`config.mk`:
```
export PLATFORM = sky130hd
export DESIGN_NAME = muldiv_unit
export DESIGN_NICKNAME = d
export VERILOG_FILES = /design/src/rtl/muldiv_unit.sv
export SDC_FILE = /design/constraint.sdc
export NUM_CORES = 1
export LEC_CHECK = 0
export BUFFER_PORTS_ARGS = -buffer_cell sky130_fd_sc_hd__buf_2
export CELL_PAD_IN_SITES_DETAIL_PLACEMENT = 1
export CELL_PAD_IN_SITES_GLOBAL_PLACEMENT = 1
export CORE_ASPECT_RATIO = 1.4
export CORE_MARGIN = 10
export CORE_UTILIZATION = 30
export CTS_CLUSTER_SIZE = 25
export DETAILED_ROUTE_END_ITERATION = 12
export PLACE_DENSITY = 0.6
export SLEW_MARGIN = 20
export SYNTH_ARGS = -nofsm -noshare
export SYNTH_HDL_FRONTEND = slang
export SYNTH_SLANG_ARGS = --single-unit
```
`constraint.sdc`:
```
create_clock -name clk -period 5.5 [get_ports clk]
set_clock_uncertainty 0.1 [all_clocks]
set_input_delay 0 -clock clk [delete_from_list [all_inputs] [get_ports clk]]
set_output_delay 0 -clock clk [all_outputs]
set_load 0.02 [all_outputs]
```
`src/rtl/muldiv_unit.sv`:
```
// Iterative multiply/divide unit with HI/LO result registers.
// Multiply is a shift-add over a 2*WIDTH accumulator. Divide is a restoring
// shift-subtract. Both work on magnitudes, and the recorded signs are applied
// in a single FIX cycle, so hi/lo only ever see finished results.
module muldiv_unit #(
    parameter int WIDTH = 32
) (
    input  logic             clk,
    input  logic             rst,
    input  logic             start,
    input  logic [2:0]       op,
    input  logic [WIDTH-1:0] rs_data,
    input  logic [WIDTH-1:0] rt_data,
    output logic             busy,
    output logic             done,
    output logic [WIDTH-1:0] hi,
    output logic [WIDTH-1:0] lo
);

    localparam int CW = $clog2(WIDTH) + 1;

    localparam logic [2:0] OP_MTHI = 3'b100;
    localparam logic [2:0] OP_MTLO = 3'b101;

    typedef enum logic [1:0] {IDLE, CALC, FIX} state_t;

    state_t             state, state_nxt;
    logic [CW-1:0]      cnt;
    logic               is_div;
    logic               neg_lo;     // product sign (mul) or quotient sign (div)
    logic               neg_hi;     // remainder sign (div only)
    logic               div_zero;
    logic [WIDTH-1:0]   opnd;       // multiplicand magnitude or divisor magnitude
    logic [WIDTH-1:0]   a_raw;      // dividend as presented, returned on divide by zero
    logic [2*WIDTH-1:0] acc;

    // Request decode; op[2]==0 selects the four multi-cycle arithmetic ops
    logic             accept_arith, accept_mt;
    logic             signed_op, sign_a, sign_b;
    logic [WIDTH-1:0] mag_a, mag_b;

    // Request decode and operand magnitudes (bit 0 of op marks the unsigned variants)
    always_comb begin
        accept_arith = start && (state == IDLE) && !op[2];
        accept_mt    = start && (state == IDLE) && (op == OP_MTHI || op == OP_MTLO);
        signed_op    = !op[0];
        sign_a       = signed_op && rs_data[WIDTH-1];
        sign_b       = signed_op && rt_data[WIDTH-1];
        mag_a        = sign_a ? -rs_data : rs_data;
        mag_b        = sign_b ? -rt_data : rt_data;
    end

    // One iteration step: shift-add for multiply, restoring shift-subtract for divide
    logic [WIDTH:0]     mul_sum;
    logic [WIDTH:0]     rem_sh;
    logic [WIDTH-1:0]   rem_diff;
    logic               rem_ge;
    logic [2*WIDTH-1:0] acc_nxt;

    always_comb begin
        mul_sum  = {1'b0, acc[2*WIDTH-1:WIDTH]} + (acc[0] ? {1'b0, opnd} : '0);
        rem_sh   = {acc[2*WIDTH-1:WIDTH], acc[WIDTH-1]};
        rem_ge   = (rem_sh >= {1'b0, opnd});
        // When rem_sh >= divisor, the difference is below the divisor and fits in WIDTH bits
        rem_diff = rem_sh[WIDTH-1:0] - opnd;
        if (is_div) begin
            acc_nxt = rem_ge ? {rem_diff, acc[WIDTH-2:0], 1'b1}
                             : {rem_sh[WIDTH-1:0], acc[WIDTH-2:0], 1'b0};
        end else begin
            acc_nxt = {mul_sum, acc[WIDTH-1:1]};
        end
    end

    // Sign correction and the special cases, applied when hi/lo are written in FIX
    logic [2*WIDTH-1:0] prod;
    logic [WIDTH-1:0]   res_hi, res_lo;

    always_comb begin
        prod = neg_lo ? -acc : acc;
        if (is_div && div_zero) begin
            res_lo = '1;
            res_hi = a_raw;
        end else if (is_div) begin
            res_lo = neg_lo ? -acc[WIDTH-1:0] : acc[WIDTH-1:0];
            res_hi = neg_hi ? -acc[2*WIDTH-1:WIDTH] : acc[2*WIDTH-1:WIDTH];
        end else begin
            res_lo = prod[WIDTH-1:0];
            res_hi = prod[2*WIDTH-1:WIDTH];
        end
    end

    // State register
    always_ff @(posedge clk or posedge rst) begin
        if (rst) state <= IDLE;
        else     state <= state_nxt;
    end

    // Next-state logic: IDLE -> CALC for WIDTH iterations -> FIX -> IDLE
    always_comb begin
        state_nxt = state;
        case (state)
            IDLE:    if (accept_arith) state_nxt = CALC;
            CALC:    if (cnt == CW'(WIDTH - 1)) state_nxt = FIX;
            FIX:     state_nxt = IDLE;
            default: state_nxt = IDLE;
        endcase
    end

    // Datapath: operand latch, iteration, and result/done registers
    always_ff @(posedge clk or posedge rst) begin
        if (rst) begin
            cnt      <= '0;
            is_div   <= 1'b0;
            neg_lo   <= 1'b0;
            neg_hi   <= 1'b0;
            div_zero <= 1'b0;
            opnd     <= '0;
            a_raw    <= '0;
            acc      <= '0;
            hi       <= '0;
            lo       <= '0;
            done     <= 1'b0;
        end else begin
            done <= 1'b0;
            case (state)
                IDLE: begin
                    if (accept_arith) begin
                        is_div   <= op[1];
                        neg_lo   <= sign_a ^ sign_b;
                        neg_hi   <= sign_a;
                        div_zero <= (rt_data == '0);
                        a_raw    <= rs_data;
                        opnd     <= op[1] ? mag_b : mag_a;
                        acc      <= {{WIDTH{1'b0}}, (op[1] ? mag_a : mag_b)};
                        cnt      <= '0;
                    end else if (accept_mt) begin
                        if (op == OP_MTHI) hi <= rs_data;
                        else               lo <= rs_data;
                        done <= 1'b1;
                    end
                end
                CALC: begin
                    acc <= acc_nxt;
                    cnt <= cnt + 1'b1;
                end
                FIX: begin
                    hi   <= res_hi;
                    lo   <= res_lo;
                    done <= 1'b1;
                end
                default: ;
            endcase
        end
    end

    assign busy = (state != IDLE);

endmodule
```
==> reports/qor.yml, run 1 <==
logic_synthesis:
  ys_ff_latch: 205
  synth.area.top_cells: "dfrtp_1 (31%), nand2_1 (6.6%), o21ai_0 (6.2%), xnor2_1 (5.5%), ha_1 (5.2%)"
  yosysTopAreaCell: "dfrtp_1"
  synthArstFlopShare: 1.00
  syn-num-nets: 2257
  ys_top_cells_by_count: "nand2_1 (290), o21ai_0 (206), dfrtp_1 (205), a21oi_1 (172), nor2_1 (167)"
  synth.distinct_cells: 84
  syn_inst: 2116
  yosysSeqAreaShare: 0.310
  yosysWarnings: 0
  syn_avg_cell_area_sq_um: 7.82
  yosys.area.top_type_share: 0.310
  synthMostInstantiatedCell: "nand2_1"
  syn-cell-area_sq_um: 16500
  synth_ff_type: "dfrtp_1"
  synth_edf_count: 0
clock_tree:
  cts_tree: "done"
  hold_buffers: 66
  clock-sinks: 205
  path_clk_slew_ps: 60
  cts.htree.levels: 1
  clk_path_buf_depth: 3
  cts-resized-gates: 0
  cts_setup_buffers: 0
  cts-buffers-inserted: 24
  root_buffer: "clkbuf_16"
  clk_latency_ps: 560
floorplan:
  rows: 101
  core_area_sq_um: 54500
  die_x_um: 218
  die_h_um: 298
  start_util: 0.304
  die_area_sq_um: 65100
  ios: 136
setup_path:
  slowest_delay_ps: 620
  start_kind: "flip-flop"
  crit_path_frequent_cell: "a21oi_1"
  crit_family: "compound AO/OA/AOI/OAI gates"
  crit_chain: "inv_1, buf_4, nor2_1, ha_1, a211oi_1, o211ai_1, a21oi_1, a21oi_1, a221oi_1, o21ai_0, xnor2_1, a21oi_1, a32o_1"
  cp_max_fo: 30
  crit_start: "acc[0]$_DFFE_PP0P_"
  cp-end-kind: "flip-flop"
  path_buf_inv: 2
  crit_slowest_cell: "a221oi_1"
  r2r_start: "acc[0]$_DFFE_PP0P_"
  critPathArrivalTime_ps: 4650
  critical_path_class: "flip-flop to flip-flop"
  critPathRequiredTime_ps: 5840
placement:
  place.gp.congestion: 0.959
  dp_slack_ps: 1240
  place_inst: 2871
  numPortBuffers: 135
  place.detailed.hpwl_um: 59600
drt:
  vias: 17000
  dr.first_iter.drc_count: 1292
  wirelength_um: 76800
  antenna_left: 0
  vias_per_cell: 5.69
  firstDrtPassIters: 5
  drc: 0
  wire_per_inst_um: 25.7
final_layout:
  stdcell_count: 2982
  drive_above_1_share: 0.115
  n_antenna_cell: 0
  nNetsFinal: 2385
  syn_to_final_growth_pct: 17.9
min_path:
  min_from: "rt_data[3]"
  min_path_type: "primary input to flip-flop"
pwr:
  ir_drop_mv: 0.242
  comb_power_share: 0.607
  power_frac_seq: 0.243
  p_total_mw: 12.0
  p_int_mw: 5.90
  clkPwrFrac: 0.151
  swShare: 0.507
  p_leak_nw: 8.24
  cellPowerDensity_nw_per_um2: 613
  power_switching_mw: 6.06
sta:
  tightest_slew_ps: 1120
  rsz0062_at_grt: "false"
  maxSlewHeadroom: 0.256
  timing.final.ws_setup_ps: 1190
  finalCritPeriodShare: 0.783
  max_freq_ghz: 0.232
  fin_setup_tns_ps: 0
  finalHoldViolCount: 0
  period_needed_ps: 4310
  drv_slew: 0
  setup_viol: 0
global_route:
  grt_pass1_vias: 17900
  antenna_found_initial: 2
  grt_util_all_layers: 0.229
  grt_max_degree: 168
  grt-ovfl-total: 0
  grt_pass1_wl_um: 115000
run_status:
  outcome: "completed"
run:
  cap_viol_max_count: 0
per-layer routing:
metal,global-route usage,vias up,routed length (um)
met5,0,-,13
met4,0.147,2,5450
met3,0.0207,157,3060
met2,0.399,434,38000
met1,0.262,8466,30200
li1,-,7909,-
placed cells by master (no fill, tap or decap), types with 7 or more instances in the layout:
| cell type | n |
|---|---|
| o21ai_1 | 9 |
| nand3_1 | 48 |
| nor2_1 | 166 |
| a21oi_1 | 172 |
| and3_1 | 18 |
| o41ai_1 | 8 |
| and2_1 | 11 |
| a31oi_1 | 20 |
| buf_2 | 134 |
| nor3_1 | 36 |
| clkbuf_16 | 25 |
| buf_4 | 44 |
| xor2_1 | 59 |
| o31ai_1 | 27 |
| a221oi_1 | 9 |
| nor4_1 | 13 |
| ha_1 | 69 |
| mux2i_1 | 50 |
| nand2b_1 | 22 |
| o22ai_1 | 42 |
| o21a_1 | 13 |
| dfrtp_1 | 204 |
| inv_1 | 64 |
| or3_1 | 23 |
| a21o_1 | 32 |
| dlygate4sd3_1 | 67 |
| xnor2_1 | 104 |
| a222oi_1 | 12 |
| or4_1 | 13 |
| a211oi_1 | 60 |
| o21ai_0 | 206 |
| nand2_1 | 290 |
| nand4_1 | 10 |
| nor2b_1 | 7 |
| a22oi_1 | 17 |
| o211ai_1 | 27 |
state kept, by name, indices dropped and copies added (netlist names), 2 cells and up:
signal	count
cnt	6
state	2
opnd	32
lo	32
hi	32
acc	64
a_raw	32
power by group through the flow:
stage	clock network, mW	registers [mW]	logic (mW)
after global routing	1.89	2.97	7.93
after global placement	0	2.89	7.08
after detailed placement	0	2.91	7.19
final	1.80	2.90	7.26
after floorplan	0	2.79	4.69
after CTS	1.84	2.88	7.26
final timing paths:
| path | endpoint | slack (ps) | depth (start not counted) |
|---|---|---|---|
| max reg2reg | acc[58]$_DFFE_PP0P_ | 1190 | 13 |
| min in group asynchronous | a_raw[4]$_DFFE_PP0P_ | 500 | 5 |
| min reg2reg | lo[24]$_DFFE_PP0P_ | 370 | 2 |
| max | acc[58]$_DFFE_PP0P_ | 1190 | 13 |
| max in group asynchronous | hi[9]$_DFFE_PP0P_ | 3290 | 7 |
| min | opnd[3]$_DFFE_PP0P_ | 30 | 5 |
metrics by stage:
step / instance area (sq um) / util / hold slack, ps
floorplan: 16600 / - / 5.44
global placement: 18000 / 0.330 / 207
detailed placement: 18000 / 0.330 / 216
CTS: 19500 / 0.357 / 19.6
global route: 19500 / 0.358 / 29.7
finish: 19500 / 0.358 / 32.9
worst reg2reg max path, delay by kind of cell (launching register included):
family / cells / cell delay [ps]
compound gates: 8 / 2450
buf+inv: 2 / 560
flops: 1 / 480
fa+ha+maj: 1 / 280
xor+xnor: 1 / 180
simple gates: 1 / 160
cells by family (layout without fill, tap and decap cells):
group,after synthesis,in the layout,synth area share
AOI/OAI and AO/OA,715,715,0.270
and+or+nand+nor,694,694,0.195
buffers and inverters,212,357,0.0493
DFF,205,205,0.310
xor gates and xnor gates,163,163,0.0863
adders and majority gates,71,71,0.0546
muxes,56,56,0.0343
cell type report:
class                           count  area [sq um]
Inverter                           67           255
Sequential cell                   205          5130
Multi-Input combinational cell   1699         10600
Timing Repair Buffer              247          1720
Clock buffer                       32           692
Fill cell                        6543         35000
Clock inverter                     11           165
Tap cell                          721           902
No activity file was read; power rests on OpenSTA's default activity.
==> run 2, diff against run 1 <==
--- a/config.mk
+++ b/config.mk
@@ -5,6 +5,7 @@
 export SDC_FILE = /design/constraint.sdc
 export NUM_CORES = 1
 export LEC_CHECK = 0
+export ABC_AREA = 1
 export BUFFER_PORTS_ARGS = -buffer_cell sky130_fd_sc_hd__buf_2
 export CELL_PAD_IN_SITES_DETAIL_PLACEMENT = 1
 export CELL_PAD_IN_SITES_GLOBAL_PLACEMENT = 1
@@ -13,7 +14,7 @@
 export CORE_UTILIZATION = 30
 export CTS_CLUSTER_SIZE = 25
 export DETAILED_ROUTE_END_ITERATION = 12
-export PLACE_DENSITY = 0.6
+export PLACE_DENSITY = 0.61
 export SLEW_MARGIN = 20
 export SYNTH_ARGS = -nofsm -noshare
 export SYNTH_HDL_FRONTEND = slang
==> constraint.sdc (replaced) <==
create_clock -name clk -period 4.3 [get_ports clk]
set_clock_uncertainty 0.1 [all_clocks]
set_input_delay 0 -clock clk [delete_from_list [all_inputs] [get_ports clk]]
set_output_delay 0 -clock clk [all_outputs]
set_load 0.02 [all_outputs]
==> run 2 against run 1 <==
Net effect: hold slack got worse by 27 ps; combinational power rose by 98%; utilization fell by 0.11 points; critical path depth rose by 6; global-route usage rose by 7.0 points; clock power rose by 29%; register-to-register slack got worse by 320 ps; non-clock buffer count rose by 24; critical endpoint is now opnd[22]$_DFFE_PP0P_.
==> reports/qor.yml, run 2 <==
logic_synthesis:
  yosys.area.top_type_share: 0.267
  ys_top_cells_by_count: "nand2_1 (891), nor2_1 (486), inv_1 (368), nand3_1 (269), o21ai_0 (242)"
  syn-num-nets: 3360
  yosysWarnings: 0
  syn-cell-area_sq_um: 19200
  synth_ff_type: "dfrtp_1"
  synth_edf_count: 0
  yosysTopAreaCell: "dfrtp_1"
  ys_ff_latch: 205
  synthMostInstantiatedCell: "nand2_1"
  syn_avg_cell_area_sq_um: 5.97
  synth.distinct_cells: 51
  synthArstFlopShare: 1.00
  yosysSeqAreaShare: 0.267
  syn_inst: 3219
  synth.area.top_cells: "dfrtp_1 (27%), nand2_1 (17%), nor2_1 (9.5%), inv_1 (7.2%), nand3_1 (7.0%)"
pwr:
  swShare: 0.601
  power_frac_seq: 0.200
  p_leak_nw: 11.3
  ir_drop_mv: 0.361
  power_switching_mw: 12.6
  comb_power_share: 0.689
  p_int_mw: 8.34
  clkPwrFrac: 0.111
  cellPowerDensity_nw_per_um2: 926
clock_tree:
  clock-sinks: 205
  cts-resized-gates: 0
  cts.htree.levels: 1
  clk_path_buf_depth: 3
  root_buffer: "clkbuf_16"
  path_clk_slew_ps: 60
  cts_tree: "done"
  clk_latency_ps: 570
  cts-buffers-inserted: 26
sta:
  max_freq_ghz: 0.264
  drv_slew: 0
  maxSlewHeadroom: 0.420
  fin_setup_tns_ps: 0
  setup_viol: 0
  period_needed_ps: 3780
  finalCritPeriodShare: 0.879
  finalHoldViolCount: 0
  rsz0062_at_grt: "false"
  tightest_slew_ps: 869
drt:
  antenna_left: 0
  vias: 23300
  drc: 0
  wirelength_um: 113000
  vias_per_cell: 5.47
  wire_per_inst_um: 26.7
  dr.first_iter.drc_count: 1724
  firstDrtPassIters: 5
setup_path:
  slowest_delay_ps: 560
  crit_path_frequent_cell: "nand2_1"
  start_kind: "primary input"
  crit_chain: "dlygate4sd3_1, buf_2, inv_1, ha_1, nand3_1, inv_2, nand2_1, nor2_1, nand2_1, nor2_1, nand2_1, nand2_1, nand2_1, dlygate4sd3_1, nand2_1, dlygate4sd3_1, nand2_1, o211ai_1, dlygate4sd3_1"
  critical_path_class: "primary input to flip-flop"
  cp-end-kind: "flip-flop"
  crit_slowest_cell: "dlygate4sd3_1"
  critPathArrivalTime_ps: 4190
  r2r_setup_slack_ps: 870
  cp_max_fo: 4
  critPathRequiredTime_ps: 4700
global_route:
  grtUsageMet3: 0.0319
  grt_util_all_layers: 0.298
  grt_max_degree: 114
  globalRouteMet2Util: 0.523
  gr-max-usage-layer: "met2"
  grt_pass1_wl_um: 166000
  antenna_found_initial: 0
  grt_pass1_vias: 24600
  grt-ovfl-total: 0
  gr-usage-met1: 0.323
floorplan:
  die_area_sq_um: 74700
  ios: 136
  die_h_um: 319
  die_x_um: 234
  start_util: 0.303
  core_area_sq_um: 63300
  rows: 109
final_layout:
  post-route-util: 0.357
  final_cell_mix: "nand2_1 (888), nor2_1 (484), inv_1 (366)"
  largest_reg_flops: 64
  drive_above_1_share: 0.0799
  nNetsFinal: 3540
  final_cell_area_sq_um: 22600
  n_antenna_cell: 0
  regMostFlops: "acc"
  final_common_cell: "nand2_1"
  syn_to_final_growth_pct: 17.7
run:
  cap_viol_max_count: 0
min_path:
  min_path_type: "primary input to flip-flop"
run_status:
  outcome: "completed"
placement:
  dpl_cell_area_sq_um: 20800
  place.detailed.hpwl_um: 92000
  numPortBuffers: 135
  place.gp.congestion: 0.994
==> run 2: area by class of cell <==
type                            count  area [sq um]
Tap cell                          832          1040
Multi-Input combinational cell   2513         12200
Inverter                          382          1440
Fill cell                        8456         40700
Clock buffer                       37           763
Clock inverter                      9           111
Timing Repair Buffer              271          1950
Sequential cell                   205          5130
==> run 2: cell families after synthesis <==
logic type,count (synthesis),share of synthesized area
adders and majority gates,71,0.0470
xor gates and xnor gates,57,0.0260
buffers and inverters,501,0.101
DFF,205,0.267
AOI/OAI and AO/OA,590,0.168
and+or+nand+nor,1795,0.391
==> run 2: power by group through the flow <==
stage | combinational [mW] | clock, mW | sequential, mW
CTS | 14.3 | 2.34 | 4.16
floorplan | 8.41 | 0 | 3.89
global placement | 14.0 | 0 | 4.15
finish | 14.4 | 2.32 | 4.19
global route | 15.6 | 2.41 | 4.26
detailed placement | 14.0 | 0 | 4.18
==> run 2: critical path, delay by kind of cell <==
kind,cells,cell delay (ps)
buf+inv,7,2640
simple gates,10,1200
compound gates,1,120
fa+ha+maj,1,220
==> run 2: timing repair <==
| item | in CTS | in global routing |
|---|---|---|
| hold endpoints to repair | 190 | 0 |
| hold buffers | 92 | 0 |
| buffers inserted | 0 | 0 |
==> run 2: worst paths after layout <==
path / startpoint / to / cells after the start
hold reg to reg: cnt[5]$_DFFE_PP0P_ / state[1]$_DFFE_PP0P_ / 1
hold / removal: rt_data[8] / acc[8]$_DFFE_PP0P_ / 6
setup reg to reg: state[0]$_DFFE_PP0P_ / opnd[0]$_DFFE_PP0P_ / 9
max in group asynchronous: rst / hi[24]$_DFFE_PP0P_ / 5
min in group asynchronous: rst / opnd[6]$_DFFE_PP0P_ / 4
setup / recovery: rt_data[0] / opnd[22]$_DFFE_PP0P_ / 19
==> run 2: per-stage QoR <==
step	instances	power (mW)	worst slack [ps]	hold WS [ps]
2_1_floorplan	3219	12.3	1540	-1.90
3_3_place_gp	4111	18.1	1050	17.0
3_5_place_dp	4111	18.2	1000	21.5
4_1_cts	4249	20.8	629	5.39
5_1_grt	4249	22.3	327	59.7
6_report	4249	20.9	518	6.17
==> run 2: layer usage <==
layer,share of wire,vias to the layer above,wire length (um)
li1,-,10800,-
met1,0.38,11600,42600
met2,0.50,630,56400
met3,0.036,254,4130
met4,0.091,0,10300
met5,0,-,0
